### config.mk
export PLATFORM = sky130hd
export DESIGN_NAME = count_1s
export DESIGN_NICKNAME = d
export VERILOG_FILES = /design/src/rtl/count_1s_pkg.sv /design/src/rtl/count_1s_popcount_tree.sv /design/src/rtl/count_1s.sv
export SDC_FILE = /design/constraint.sdc
export NUM_CORES = 1
export LEC_CHECK = 0
export ABC_AREA = 1
export BUFFER_PORTS_ARGS = -buffer_cell sky130_fd_sc_hd__buf_2
export CAP_MARGIN = 30
export CORE_AREA = 2 2 39 41
export DETAILED_ROUTE_END_ITERATION = 8
export DIE_AREA = 0 0 41 43
export GPL_TIMING_DRIVEN = 0
export PLACE_DENSITY_LB_ADDON = 0.08
export SLEW_MARGIN = 10
export SYNTH_ARGS = -nofsm -noshare
export SYNTH_HDL_FRONTEND = slang
export SYNTH_SLANG_ARGS = --single-unit
### constraint.sdc
create_clock -name i_clk -period 4.2 [get_ports i_clk]
set_clock_uncertainty 0.2 [all_clocks]
set_input_delay 0.84 -clock i_clk [delete_from_list [all_inputs] [get_ports i_clk]]
set_output_delay 0.84 -clock i_clk [all_outputs]
set_load 0.1 [all_outputs]
### src/rtl/count_1s_pkg.sv
// ---------------------------------------------------------------------------
// count_1s_pkg
//
// Shared constants and helpers for the population-count block.
//
// Contents:
//   cnt_width(data_w) : number of bits needed to hold any value 0..data_w.
//                       This is the width of the count result, so a word
//                       of all ones never overflows the count.
// ---------------------------------------------------------------------------
package count_1s_pkg;

  // A count of data_w ones must fit, hence data_w+1 distinct values
  function automatic int cnt_width(input int data_w);
    return $clog2(data_w + 1);
  endfunction

endpackage

### src/rtl/count_1s_popcount_tree.sv
// ---------------------------------------------------------------------------
// popcount_tree
//
// Combinational pairwise adder tree that counts the '1' bits of a word.
//
// Parameters:
//   DATA_W : width of the input word (>= 1)
//   CNT_W  : width of the count (defaults to cnt_width(DATA_W))
//
// Ports:
//   data  input  [DATA_W-1:0]  word whose set bits are counted
//   count output [CNT_W-1:0]   number of set bits in data
// ---------------------------------------------------------------------------
module popcount_tree
  import count_1s_pkg::*;
#(
  parameter int DATA_W = 8,
  parameter int CNT_W  = cnt_width(DATA_W)
) (
  input  logic [DATA_W-1:0] data,
  output logic [CNT_W-1:0]  count
);

  // Leaves are padded up to a power of two so the tree stays balanced.
  // The padding leaves are tied to zero and cost nothing after synthesis.
  localparam int LEVELS = $clog2(DATA_W);
  localparam int LEAVES = 1 << LEVELS;

  // Heap-ordered node array: node 1 is the root, node i has children
  // 2i and 2i+1, and the leaves occupy LEAVES..2*LEAVES-1. Every node is
  // CNT_W wide; a partial sum never exceeds DATA_W, so it cannot overflow.
  logic [CNT_W-1:0] node [1:2*LEAVES-1];

  // Each input bit becomes a zero-extended 1-bit value at a leaf
  for (genvar i = 0; i < LEAVES; i++) begin : g_leaf
    if (i < DATA_W) begin : g_bit
      assign node[LEAVES+i] = CNT_W'(data[i]);
    end else begin : g_pad
      assign node[LEAVES+i] = '0;
    end
  end

  // Internal nodes add their two children
  for (genvar i = 1; i < LEAVES; i++) begin : g_sum
    assign node[i] = node[2*i] + node[2*i+1];
  end

  assign count = node[1];

endmodule

### src/rtl/count_1s.sv
// ---------------------------------------------------------------------------
// count_1s
//
// Registered population count: o_count holds the number of '1' bits that
// i_data carried at the previous rising clock edge. One word per cycle,
// latency of exactly one cycle, no handshake.
//
// Parameters:
//   DATA_W : width of the input word (>= 1)
//   CNT_W  : width of the count output (defaults to clog2(DATA_W+1))
//
// Ports:
//   i_clk   input  1         system clock, rising edge
//   i_rst   input  1         synchronous active-high reset, clears o_count
//   i_data  input  DATA_W    word whose set bits are counted
//   o_count output CNT_W     registered count of set bits
// ---------------------------------------------------------------------------
module count_1s
  import count_1s_pkg::*;
#(
  parameter int DATA_W = 8,
  parameter int CNT_W  = cnt_width(DATA_W)
) (
  input  logic              i_clk,
  input  logic              i_rst,
  input  logic [DATA_W-1:0] i_data,
  output logic [CNT_W-1:0]  o_count
);

  logic [CNT_W-1:0] count_comb;

  popcount_tree #(
    .DATA_W (DATA_W),
    .CNT_W  (CNT_W)
  ) u_tree (
    .data  (i_data),
    .count (count_comb)
  );

  // Output register. Reset takes priority, so a word presented while reset
  // is asserted is dropped rather than counted.
  always_ff @(posedge i_clk) begin
    if (i_rst) begin
      o_count <= '0;
    end else begin
      o_count <= count_comb;
    end
  end

endmodule

# Word level (Yosys, flattened, before mapping)
# Cells that the tools add are included.
# word_totals
register_bits	4
inputBits	10
output_inout_bits	4
elab_cells	8
# op_classes
addsub	7
# ops
cell	count
$add 1x1->2	4
$add 2x2->3	2
$add 3x3->4	1

# Longest topological paths before layout
# Gate-level depths: netlist of the first run.
# depth
ltp_word	3
ltp_mapped	11
mapped_depth_nobuf	11

# Hierarchy
# A second synthesis of the first run with hierarchy kept.
# hier_totals
hier_cells	30
area_unflattened_um2	295.3
# by_module_without_submodules
module	n_inst	cells_each	area_each_um2	seq_area_each_um2
popcount_tree	1	18	185.2	0.0
count_1s	1	12	110.1	80.1

# Worst setup path after synthesis of the first run
# OpenSTA, ideal clock, no wires.
# synth_path
path_type	input to register
start	in i_data[0]
end	reg o_count[1]
setup_ps	64
arrival_ps	3070
required_time_ps	3936
setup_slack_ps	866
path_stages	9
path_buffers	0
cell_sequence	inv_1 fa_1 fa_1 fa_1 inv_1 ha_1 inv_1 fa_1 nor2_1
# synth_between
elab_chain_len	3
# synth_rtl
element	line_no	rtl
start, declared	count_1s.sv:26	input logic [DATA_W-1:0] i_data,
$add 1x1->2	count_1s_popcount_tree.sv:45	assign node[i] = node[2*i] + node[2*i+1];
$add 2x2->3	count_1s_popcount_tree.sv:45	
$add 3x3->4	count_1s_popcount_tree.sv:45	
end signal, assigned	count_1s.sv:46	o_count <= count_comb;
end, declared	count_1s.sv:27	output logic [CNT_W-1:0] o_count
# No other way between the ends.
# A chain may end at the register's enable or synchronous reset.

# Final worst setup path of the first run
# Same ends and word-level chain as after synthesis.

==> results.md, run 1 <==
STA:
- On the final layout, the worst hold slack is 0.6008 ns.
- For the finished layout, the period the worst path requires is 3.270 ns.
- The fraction of the cycle the final worst path needs is 77.86%.
- Setup violations remaining at the end of the flow were counted as 0.
- The maximum achievable frequency is about 0.3 GHz.
- For the pin with the worst max-slew slack, the measured transition is 0.4826 ns.
- Setup repair after global routing left no endpoint under its margin.
- Headroom to the max-slew limit came out at 68.05%.
- The final count of hold timing violations came to 0.
- The slack of the critical path is 0.9299 ns.
- The setup TNS after final layout is 0 ns.
- The number of pins with negative max-slew slack in the final report is 0.

Die:
- The initial core utilization is 21.43%.
- The floorplan step defined a die boundary enclosing 0.001763 sq mm.
- From bottom edge to top edge, the die measures 43 um.
- The chip width is ~40 um.
- The number of top-level design ports is 14.
- In this run the standard cell core region covers 0.001384 sq mm.
- The placement row count is 14.

Route:
- The pre-antenna-repair detailed-routing pass consisted of 4 iterations.
- Across all layers, the routed design uses approximately 240 vias.
- After detailed routing, the average wire length per cell comes to slightly above 6 um.
- The routed design has roughly 430 um of wire.
- The DRC violation total after the first TritonRoute iteration is 5.
- Using the TritonRoute via totals, the vias-per-cell ratio works out to around 3.5.
- The final antenna-violating net count is 0.
- For this run, design rule violations remaining after detail routing come to 0.

Global route:
- The total track usage is 6.862%.
- The number of antenna violations at the first check in global routing is 0.
- The first global-routing pass estimated ~790 um of wire.
- After global routing the overflow that remains totals 0.
- The via count of the first global-routing pass is 250.
- The pin count of the biggest net entering global routing is 4.

Setup path:
- For the worst setup path, the data required time is about 4.2 ns.
- The cell type of the slowest stage on the worst timing path is sky130_fd_sc_hd__fa_1.
- The signal on the critical path passes through buf_2 > inv_1 > fa_1 > fa_1 > fa_1 > inv_1 > ha_1 > inv_1 > fa_1 > nor2_1.
- The largest incremental delay on the critical path is approximately 0.55 ns.
- The cell repeated most along the worst path is sky130_fd_sc_hd__fa_1.
- The worst setup path is launched from a primary input.
- The kind of critical path is primary input to flop.
- The maximum net fanout on the critical path is 2.
- Data arrives at the worst endpoint at ~3.2 ns.
- The critical path capture point type is a flop.

Logic synthesis:
- The top cell type by total area after synthesis is sky130_fd_sc_hd__dfxtp_1.
- The number of nets in the synthesized netlist is 54.
- Sorting the synthesized cells by area gives the leading types as sky130_fd_sc_hd__dfxtp_1 (27%), sky130_fd_sc_hd__fa_1 (27%), sky130_fd_sc_hd__inv_1 (22%).
- The share of the yosys chip area belonging to registers is between 20% and 30%.
- In the synthesized netlist, the number of instances is 37.
- The count of warnings emitted by yosys is 0.
- The number of different library cells in the post-synthesis netlist is 7.
- The mean area per synthesized cell is 8.014 sq um.
- The summed instance area of the synthesized netlist is 296.5 sq um.
- Counting flops and latches in the post-synthesis netlist gives 4.
- The top cell type's share of synthesized area is a little over a quarter.

Cells and area:
- The utilization after layout is 29.20%.
- The largest registers in the layout are o_count: 4 flops.
- The fraction of layout cells with a size suffix above 1 is 30.19%.
- The library cell used most frequently in the layout, excluding fill and tap cells, is sky130_fd_sc_hd__inv_1.
- The number of nets in the finished design is 72.
- The number of flip-flops in the largest register is 4.
- The post-route non-filler standard cell count is 69.
- The number of fill cells is 170.
- Summing all flip-flop and latch instances after layout gives ~80 sq um.
- o_count holds more flip-flops than any other register.
- The relative area change from synthesis to final layout is 36.29%.
- The number of antenna diodes in the final layout is 0.
- The multi-input gate area in the final layout is 152.6 sq um.
- After routing the design area is 404.1 sq um.
- Leaving out fill and tap cells, the most frequent cells in the layout are sky130_fd_sc_hd__inv_1 (17), sky130_fd_sc_hd__buf_2 (13).

Clock tree:
- The TritonCTS clock tree is yes.
- The post-cts repair resize count is 0.
- The clock sink count is 4.
- The largest buffer count on any clock path is 2.
- The root cell of the clock tree is sky130_fd_sc_hd__clkbuf_4.
- CTS built an H-tree with a depth of 1.
- The number of buffers inserted by hold repair at cts is 0.
- The post-CTS clock slew at the launch and capture registers of the worst setup and hold paths is 0.04 ns.
- Counting the buffers created by CTS gives 3.
- The number of setup buffers added after CTS is 0.

Power:
- Registers are responsible for 23.2% of the overall power.
- Cell internal power was estimated by the tool at 0.1044 mW.
- Dividing total power by cell area gives a power density of 506.8 mW/mm^2.
- Combinational cells account for 54.2% of the total power.
- Net switching is 49.04% of the power.
- The net switching power of the design is 0.1004 mW.
- The clock network accounts for between 20% and 30% of the total power.
- The leakage power total is 0.2553 nW.
- The worst-case IR drop observed on VDD is 0.1720 mV.
- The power consumption is 0.2048 mW.

Place:
- Summing all placed instances gives a cell area of 381.6 sq um.
- The final weighted congestion in routability-driven placement is 0.6802.
- Summed over all nets, the half-perimeter wirelength after detailed placement is between 300 and 400 um.
- The number of I/O port buffers is 13.
- The number of cells after detailed placement is 66.
- The worst slack after detailed placement is 0.6680 ns.

Hold path:
- The classification of the worst-slack hold path is primary input to flop.

Outcome:
- The flow ran to the end, and the final reports show no timing, DRC or antenna violations.

Run:
- The tool flagged a number of max-cap violations equal to 0.
power groups by stage:
stage                     Sequential, mW  Clock (mW)  Combinational [mW]
after CTS                         0.0475      0.0498               0.114
after global placement            0.0480           0               0.115
after floorplan                    0.107           0              0.0354
final                             0.0474      0.0464               0.111
after detailed placement          0.0481           0               0.114
after global routing              0.0485      0.0539               0.124
worst paths after layout:
kind | endpoint | startpoint | depth (start not counted) | slack (ns)
hold / removal | o_count[0]$_SDFF_PP0_ | i_rst | 2 | 0.60
setup / recovery | o_count[1]$_SDFF_PP0_ | i_data[0] | 10 | 0.93
layout make-up:
class                           instances  area share (%)
Timing Repair Buffer                   13           16.10
Inverter                               17           15.79
Clock buffer                            3           5.573
Sequential cell                         4           19.81
Tap cell                               16           4.954
Multi-Input combinational cell         16           37.77
cell usage after synthesis (all sizes together):
library cell / instances
nor2: 4
fa: 4
a21oi: 1
ha: 3
inv: 17
nand2: 4
dfxtp: 4
critical path, delay by kind of cell:
kind                       cells  cell delay (ns)
adders and majority gates      5             2.06
buffers and inverters          4             0.23
and+or+nand+nor                1             0.12
cell families after synthesis:
family                   synth area share (%)
AND/OR/NAND/NOR                         10.12
buffers and inverters                   21.52
adder cells (fa/ha/maj)                 39.66
flip-flops                              27.01
AO/OA/AOI/OAI                           1.686
metal layers:
layer,share of wire (%),up-vias,wire [um],GRT usage [%]
met2,46,11,195,9.688
met4,0,0,0,4.000
met3,10,0,43,4.712
li1,-,131,-,-
met1,44,102,189,7.190
met5,0,-,0,0
Power figures use the tool's default switching activity.
==> run 2, diff against run 1 <==
==> constraint.sdc (replaced) <==
create_clock -name i_clk -period 3 [get_ports i_clk]
set_clock_uncertainty 0.2 [all_clocks]
set_input_delay 0.6 -clock i_clk [delete_from_list [all_inputs] [get_ports i_clk]]
set_output_delay 0.6 -clock i_clk [all_outputs]
set_load 0.1 [all_outputs]
==> results.md, run 2 (synthesis results as in run 1) <==
Outcome:
- The flow ran to the end, but the final reports show violations.
- The final reports fail on setup timing.

Setup path:
- The kind of critical path is primary input to flop.
- The data arrival time of the worst path came to 2.93 ns (-0.31 ns).
- The largest incremental delay on the critical path is 0.54 ns (about the same).
- STA classifies the critical path endpoint as a flop.
- The signal on the critical path passes through buf_6 > inv_2 > fa_1 > fa_1 > fa_1 > inv_1 > ha_2 > inv_2 > fa_2 > nor2_2.
- The cell repeated most along the worst path is sky130_fd_sc_hd__fa_1.
- The number of cells on the critical path is 10 (unchanged).
- The required time reported for the critical path endpoint was 2.93 ns (-1.24 ns).
- The buffers plus inverters on the worst setup path came to 4 (unchanged).
- The startpoint class of the critical path is a primary input.
- The maximum net fanout on the critical path came to 2 (unchanged).
- The top cell family by delay on the critical path is adder cells.
- On the critical path, the stage with the largest delay is an instance of sky130_fd_sc_hd__fa_1.

Die:
- The initial core utilization is 21.43% (unchanged).
- The placement row count is 14 (unchanged).
- The number of top-level design ports is 14 (unchanged).
- The height of the chip is 43 um (unchanged).
- The chip width is 41 um (unchanged).
- The standard cell core area is 0.001384 sq mm (unchanged).
- The total die area is 0.001763 sq mm (unchanged).

Cells and area:
- The library cells used most frequently in the layout, excluding fill and tap cells, are sky130_fd_sc_hd__inv_1 (13), sky130_fd_sc_hd__buf_2 (12), sky130_fd_sc_hd__inv_2 (4), sky130_fd_sc_hd__nand2_1 (4), sky130_fd_sc_hd__dfxtp_1 (4).
- The number of nets in the finished design is 73 (+1.4%).
- The relative area change from synthesis to final layout is 43.46%.
- The register area is 80.08 sq um (unchanged).
- The number of fill cells came to 168 (-1.2%).
- The number of flip-flops in the largest register is 4 (unchanged).
- The post-route non-filler standard cell count came to 70 (+1.4%).
- The multi-input gate area in the final layout came to 160.2 sq um (+4.9%).
- The fraction of layout cells with a size suffix above 1 is 44.44% (+14 points).
- The most common library cell in the layout ignoring fill and taps is sky130_fd_sc_hd__inv_1.
- The antenna diode count is 0 (unchanged).
- The largest registers in the layout are o_count: 4 flops.
- The register with the most flip-flops in the final layout is o_count.

Route:
- The total iterations of the first detailed-routing run is 4 (unchanged).
- The via count of the routed design was 253 (+3.7%).
- The detailed-route wire length is 437 um (+2.1%).
- The final routed DRC violation total was 0 (unchanged).
- The DRC violation total after the first TritonRoute iteration came to 2 (-3).
- The wire length on met2 is 205 um (+5.1%).
- After detailed routing, no signal wire sits above met3.
- The final antenna-violating net count came to 0 (unchanged).
- The post-detailed-route wirelength per cell is 6.243 um (+0.64%).
- The routed length on met1 was 187 um (-1.1%).
- The routed wire length on met3 is 43 um (unchanged).
- The ratio of routed vias to standard cells is 3.614 (+2.2%).

Global route:
- The via count of the first global-routing pass is 246 (-1.6%).
- The number of antenna violations at the first check in global routing is 0 (unchanged).
- The total track usage is 6.862% (unchanged).
- The remaining global-route overflow is 0 (unchanged).
- The first-pass GRT wire length is 779 um (-0.89%).
- The pin count of the biggest net entering global routing is 4 (unchanged).

STA:
- Derived from the worst setup path, the maximum achievable clock frequency is 0.3330 GHz.
- The slack of the critical path is -0.002955 ns (-0.9329 ns).
- The setup TNS after final layout is -0.002955 ns (-0.002955 ns).
- The relative max-transition margin is 68.05% (unchanged).
- The setup-violating endpoint count in the final report is 1 (+1).
- The number of pins with negative max-slew slack in the final report is 0 (unchanged).
- The actual slew at the worst max-slew pin is 0.4826 ns (unchanged).
- The final count of hold timing violations was 0 (unchanged).
- The fraction of the cycle the final worst path needs is 100.1%.
- The smallest clock period supported by the final layout is computed as 3.003 ns.
- Setup repair after global routing could not meet its margin everywhere.

Power:
- The power consumption is 0.2977 mW (+45%).
- The largest vdd supply drop is 0.2409 mV (+40%).
- The leakage power total is 0.2565 nW (+0.49%).
- The total power density per cell area is 699.8 mW/mm^2 (+38%).

Place:
- The number of I/O port buffers is 13 (unchanged).
- The number of cells after detailed placement is 66 (unchanged).
- The final weighted congestion in routability-driven placement was 0.6798 (about the same).
- The estimated wirelength of the detail-placed design came to 392.7 um (unchanged).
- The worst slack after detailed placement is -0.2920 ns (-0.9600 ns).

Hold path:
- The startpoint identified for the worst hold timing path is i_rst.
- The number of cells on the worst hold path is 2 (unchanged).
- The endpoint with the worst hold slack is o_count[1]$_SDFF_PP0_.
- The tightest min-delay check is of the primary input to flop type.

Clock tree:
- The total CTS buffers is 3 (unchanged).
- The post-CTS clock slew at the launch and capture registers of the worst setup and hold paths was 0.04 ns (about the same).
- The largest buffer count on any clock path is 2 (unchanged).
- The number of H-tree levels is 1 (unchanged).
- TritonCTS built the clock tree.
- The clock sink count is 4 (unchanged).
- The root cell of the clock tree is sky130_fd_sc_hd__clkbuf_4.
- The number of buffers inserted by hold repair at cts came to 0 (unchanged).

Run:
- The count of max-cap constraint violations is 0 (unchanged).
-- run 2: power breakdown --
| part | switching [mW] | leakage (nW) | internal (mW) |
|---|---|---|---|
| logic | 0.122 | 0.210 | 0.0442 |
| clock network | 0.0203 | 0.0138 | 0.0446 |
| registers | 0.00184 | 0.0331 | 0.0646 |
| total | 0.144 | 0.257 | 0.153 |
-- run 2: worst max path at each step --
stage,to,start
4_1_cts,o_count[2]$_SDFF_PP0_,i_data[0]
2_1_floorplan,o_count[1]$_SDFF_PP0_,i_data[0]
3_3_place_gp,o_count[2]$_SDFF_PP0_,i_data[0]
6_report,o_count[1]$_SDFF_PP0_,i_data[0]
5_1_grt,o_count[1]$_SDFF_PP0_,i_data[0]
3_5_place_dp,o_count[1]$_SDFF_PP0_,i_data[0]
-- run 2: routing by layer --
| metal | vias up | global-route usage (%) |
|---|---|---|
| met3 | 0 | 4.712 |
| met2 | 11 | 9.375 |
| met4 | 0 | 4.000 |
| li1 | 133 | - |
| met1 | 109 | 7.516 |
| met5 | - | 0 |
-- run 2: area by class of cell --
| type | instances | area share [%] |
|---|---|---|
| Sequential cell | 4 | 18.82 |
| Inverter | 17 | 15.00 |
| Tap cell | 16 | 4.706 |
| Multi-Input combinational cell | 16 | 37.65 |
| Clock buffer | 3 | 5.294 |
| Timing Repair Buffer | 14 | 18.53 |
-- run 2: through the flow --
stage               area (sq um)  util [%]  hold slack (ns)
finish                     425.4     30.74           0.3665
global route               425.4     30.74           0.3671
CTS                        404.1     29.20           0.3574
detailed placement         381.6     27.58           0.6053
global placement           381.6     27.58           0.5915
floorplan                  296.5         -           0.4667
-- run 2: what timing repair did --
item,CTS,global route
endpoints found under the setup margin,2,2
pin swaps,1,2
gates resized for setup,0,8
setup buffers,0,1
==> run 3, diff against run 2 <==
--- a/config.mk
+++ b/config.mk
@@ -9,10 +9,12 @@
 export BUFFER_PORTS_ARGS = -buffer_cell sky130_fd_sc_hd__buf_2
 export CAP_MARGIN = 30
 export CORE_AREA = 2 2 39 41
+export CTS_CLUSTER_DIAMETER = 40
 export DETAILED_ROUTE_END_ITERATION = 8
 export DIE_AREA = 0 0 41 43
 export GPL_TIMING_DRIVEN = 0
 export PLACE_DENSITY_LB_ADDON = 0.08
+export SETUP_SLACK_MARGIN = 0.5
 export SLEW_MARGIN = 10
 export SYNTH_ARGS = -nofsm -noshare
 export SYNTH_HDL_FRONTEND = slang
==> results.md, run 3 (synthesis results as in run 1) <==
Setup path:
- The top cell family by delay on the critical path is adder cells.
- The kind of critical path is primary input to flop.
- The required time reported for the critical path endpoint is 2.93 ns (about the same).
- The buffers plus inverters on the worst setup path was 4 (unchanged).
- Walking the worst path, the cells encountered are buf_6 > inv_2 > fa_1 > fa_1 > fa_1 > inv_2 > ha_4 > inv_2 > fa_2 > nor2_1.
- STA classifies the critical path startpoint as a primary input.
- The maximum net fanout on the critical path was 2 (unchanged).
- The critical path capture point type is a flop.
- The largest incremental delay on the critical path is 0.55 ns (about the same).
- The slowest stage of the critical path is the sky130_fd_sc_hd__fa_1 cell.
- The data arrival time of the worst path is 2.90 ns (-0.03 ns).

Power:
- The net switching power of the design was 0.1522 mW (+5.4%).
- The power consumption came to 0.3187 mW (+7.1%).
- The net switching fraction of the power is 47.74% (-0.73 points).
- The internal power summed over all cells is 0.1666 mW (+8.6%).
- The leakage power total is 0.2679 nW (+4.4%).
- The relative contribution of the clock network to total power is 20.2% (-1.6 points).
- The total power density per cell area was 677.5 mW/mm^2 (-3.2%).
- The combinational cell fraction of total power is 59.0% (+3.1 points).
- The largest vdd supply drop is 0.1461 mV (-39%).
- The power share of the sequential group is 20.8% (-1.5 points).

Route:
- The final antenna-violating net count is 0 (unchanged).
- The DRC violation total after the first TritonRoute iteration is 0 (-2).
- The final routed DRC violation total came to 0 (unchanged).
- The total iterations of the first detailed-routing run was 1 (-3).
- The ratio of routed vias to standard cells came to 3.690 (+2.1%).
- The via count of the routed design is 262 (+3.6%).
- The detailed-route wire length is 498 um (+14%).
- The post-detailed-route wirelength per cell is 7.014 um (+12%).

Cells and area:
- The library cells used most frequently in the layout, excluding fill and tap cells, are sky130_fd_sc_hd__inv_1 (11), sky130_fd_sc_hd__buf_2 (10), sky130_fd_sc_hd__inv_2 (5).
- The number of flip-flops in the largest register is 4 (unchanged).
- The largest registers in the layout are o_count: 4 flops.
- The antenna diode count came to 0 (unchanged).
- The fraction of layout cells with a size suffix above 1 is 50.91% (+6.5 points).
- The number of nets in the finished design came to 74 (+1.4%).
- The post-route standard cell area excluding fillers was 470.5 sq um (+11%).
- The register ranked first by flip-flop count is o_count.
- The utilization after layout came to 34.00% (+3.3 points).
- The relative area change from synthesis to final layout is 58.65%.
- The most common library cell in the layout ignoring fill and taps is sky130_fd_sc_hd__inv_1.
- The post-route non-filler standard cell count is 71 (+1.4%).

Global route:
- The via count of the first global-routing pass is 249 (+1.2%).
- The number of antenna violations at the first check in global routing is 0 (unchanged).
- The remaining global-route overflow came to 0 (unchanged).
- The total track usage is 7.964% (+1.1 points).
- The first-pass GRT wire length is 876 um (+12%).
- The pin count of the biggest net entering global routing was 4 (unchanged).

STA:
- The relative max-transition margin came to 68.01% (about the same).
- Setup repair after global routing could not meet its margin everywhere.
- The setup-violating endpoint count in the final report was 0 (-1).
- The final critical delay including setup and external delays is 2.972 ns (-0.03048 ns).
- The number of pins with negative max-slew slack in the final report came to 0 (unchanged).
- The slack of the critical path came to 0.02752 ns (+0.03048 ns).
- The worst hold slack is 0.3609 ns (-0.005582 ns).
- The actual slew at the worst max-slew pin is 0.4832 ns (+0.0005738 ns).
- The setup TNS after final layout is 0 ns (+0.002955 ns).
- The final count of hold timing violations was 0 (unchanged).
- The fraction of the cycle the final worst path needs is 99.08% (-1.0 points).
- The maximum achievable frequency is 0.3364 GHz (+1.0%).

Hold path:
- The path class of the tightest hold or removal check is primary input to flop.

Place:
- The estimated wirelength of the detail-placed design is 419.9 um (+6.9%).
- The number of I/O port buffers came to 13 (unchanged).
- The final weighted congestion in routability-driven placement is 0.5929 (-13%).
- The number of cells after detailed placement is 66 (unchanged).
- The worst slack after detailed placement came to -0.3205 ns (-0.02850 ns).
- The post-placement cell area is 389.1 sq um (+2.0%).

Die:
- The total die area came to 0.001763 sq mm (unchanged).
- The chip width was 41 um (unchanged).
- The initial core utilization is 21.43% (unchanged).
- The placement row count came to 14 (unchanged).
- The height of the chip is 43 um (unchanged).
- The standard cell core area came to 0.001384 sq mm (unchanged).
- The number of top-level design ports is 14 (unchanged).

Clock tree:
- The TritonCTS clock tree is yes.
- The total CTS buffers is 3 (unchanged).
- The post-CTS clock slew at the launch and capture registers of the worst setup and hold paths was 0.04 ns (about the same).
- The number of H-tree levels is 1 (unchanged).
- The clock sink count was 4 (unchanged).
- The largest buffer count on any clock path is 2 (unchanged).
- The root cell of the clock tree is sky130_fd_sc_hd__clkbuf_4.
- The number of buffers inserted by hold repair at cts is 0 (unchanged).

Outcome:
- The flow ran to the end, and the final reports show no timing, DRC or antenna violations.

Run:
- The count of max-cap constraint violations was 0 (unchanged).
-- run 3: area by class of cell --
class,instances,area [sq um]
repair buffers,15,102.6
well taps,16,20.02
fillers,157,913.4
inverters,17,71.32
multi-input cells,16,173.9
clock buffers,3,22.52
flip-flops and latches,4,80.08
-- run 3: path summary, 6_finish.rpt --
kind / startpoint / endpoint / slack (ns) / cells after the start
setup / recovery: i_data[3] / o_count[1]$_SDFF_PP0_ / 0.03 / 10
hold / removal: i_rst / o_count[1]$_SDFF_PP0_ / 0.36 / 2
-- run 3: power by group through the flow --
stage	registers [mW]	clock network, mW	logic (mW)
final	0.0663	0.0644	0.188
after global routing	0.0687	0.0726	0.208
after CTS	0.0663	0.0682	0.177
after detailed placement	0.0671	0	0.160
after global placement	0.0673	0	0.162
after floorplan	0.149	0	0.0503
-- run 3: what timing repair did --
action / 4_1_cts / 5_1_grt
resized for setup: 11 / 4
pin swaps: 5 / 4
buffers inserted: 1 / 1
endpoints found under the setup margin: 4 / 4
-- run 3: metal layers --
metal	vias to the layer above	share of wire, %	GRT usage (%)
li1	136	-	-
met1	115	37	7.818
met2	9	54	11.56
met3	2	6.6	1.571
met4	0	2.0	10.00
met5	-	0	0
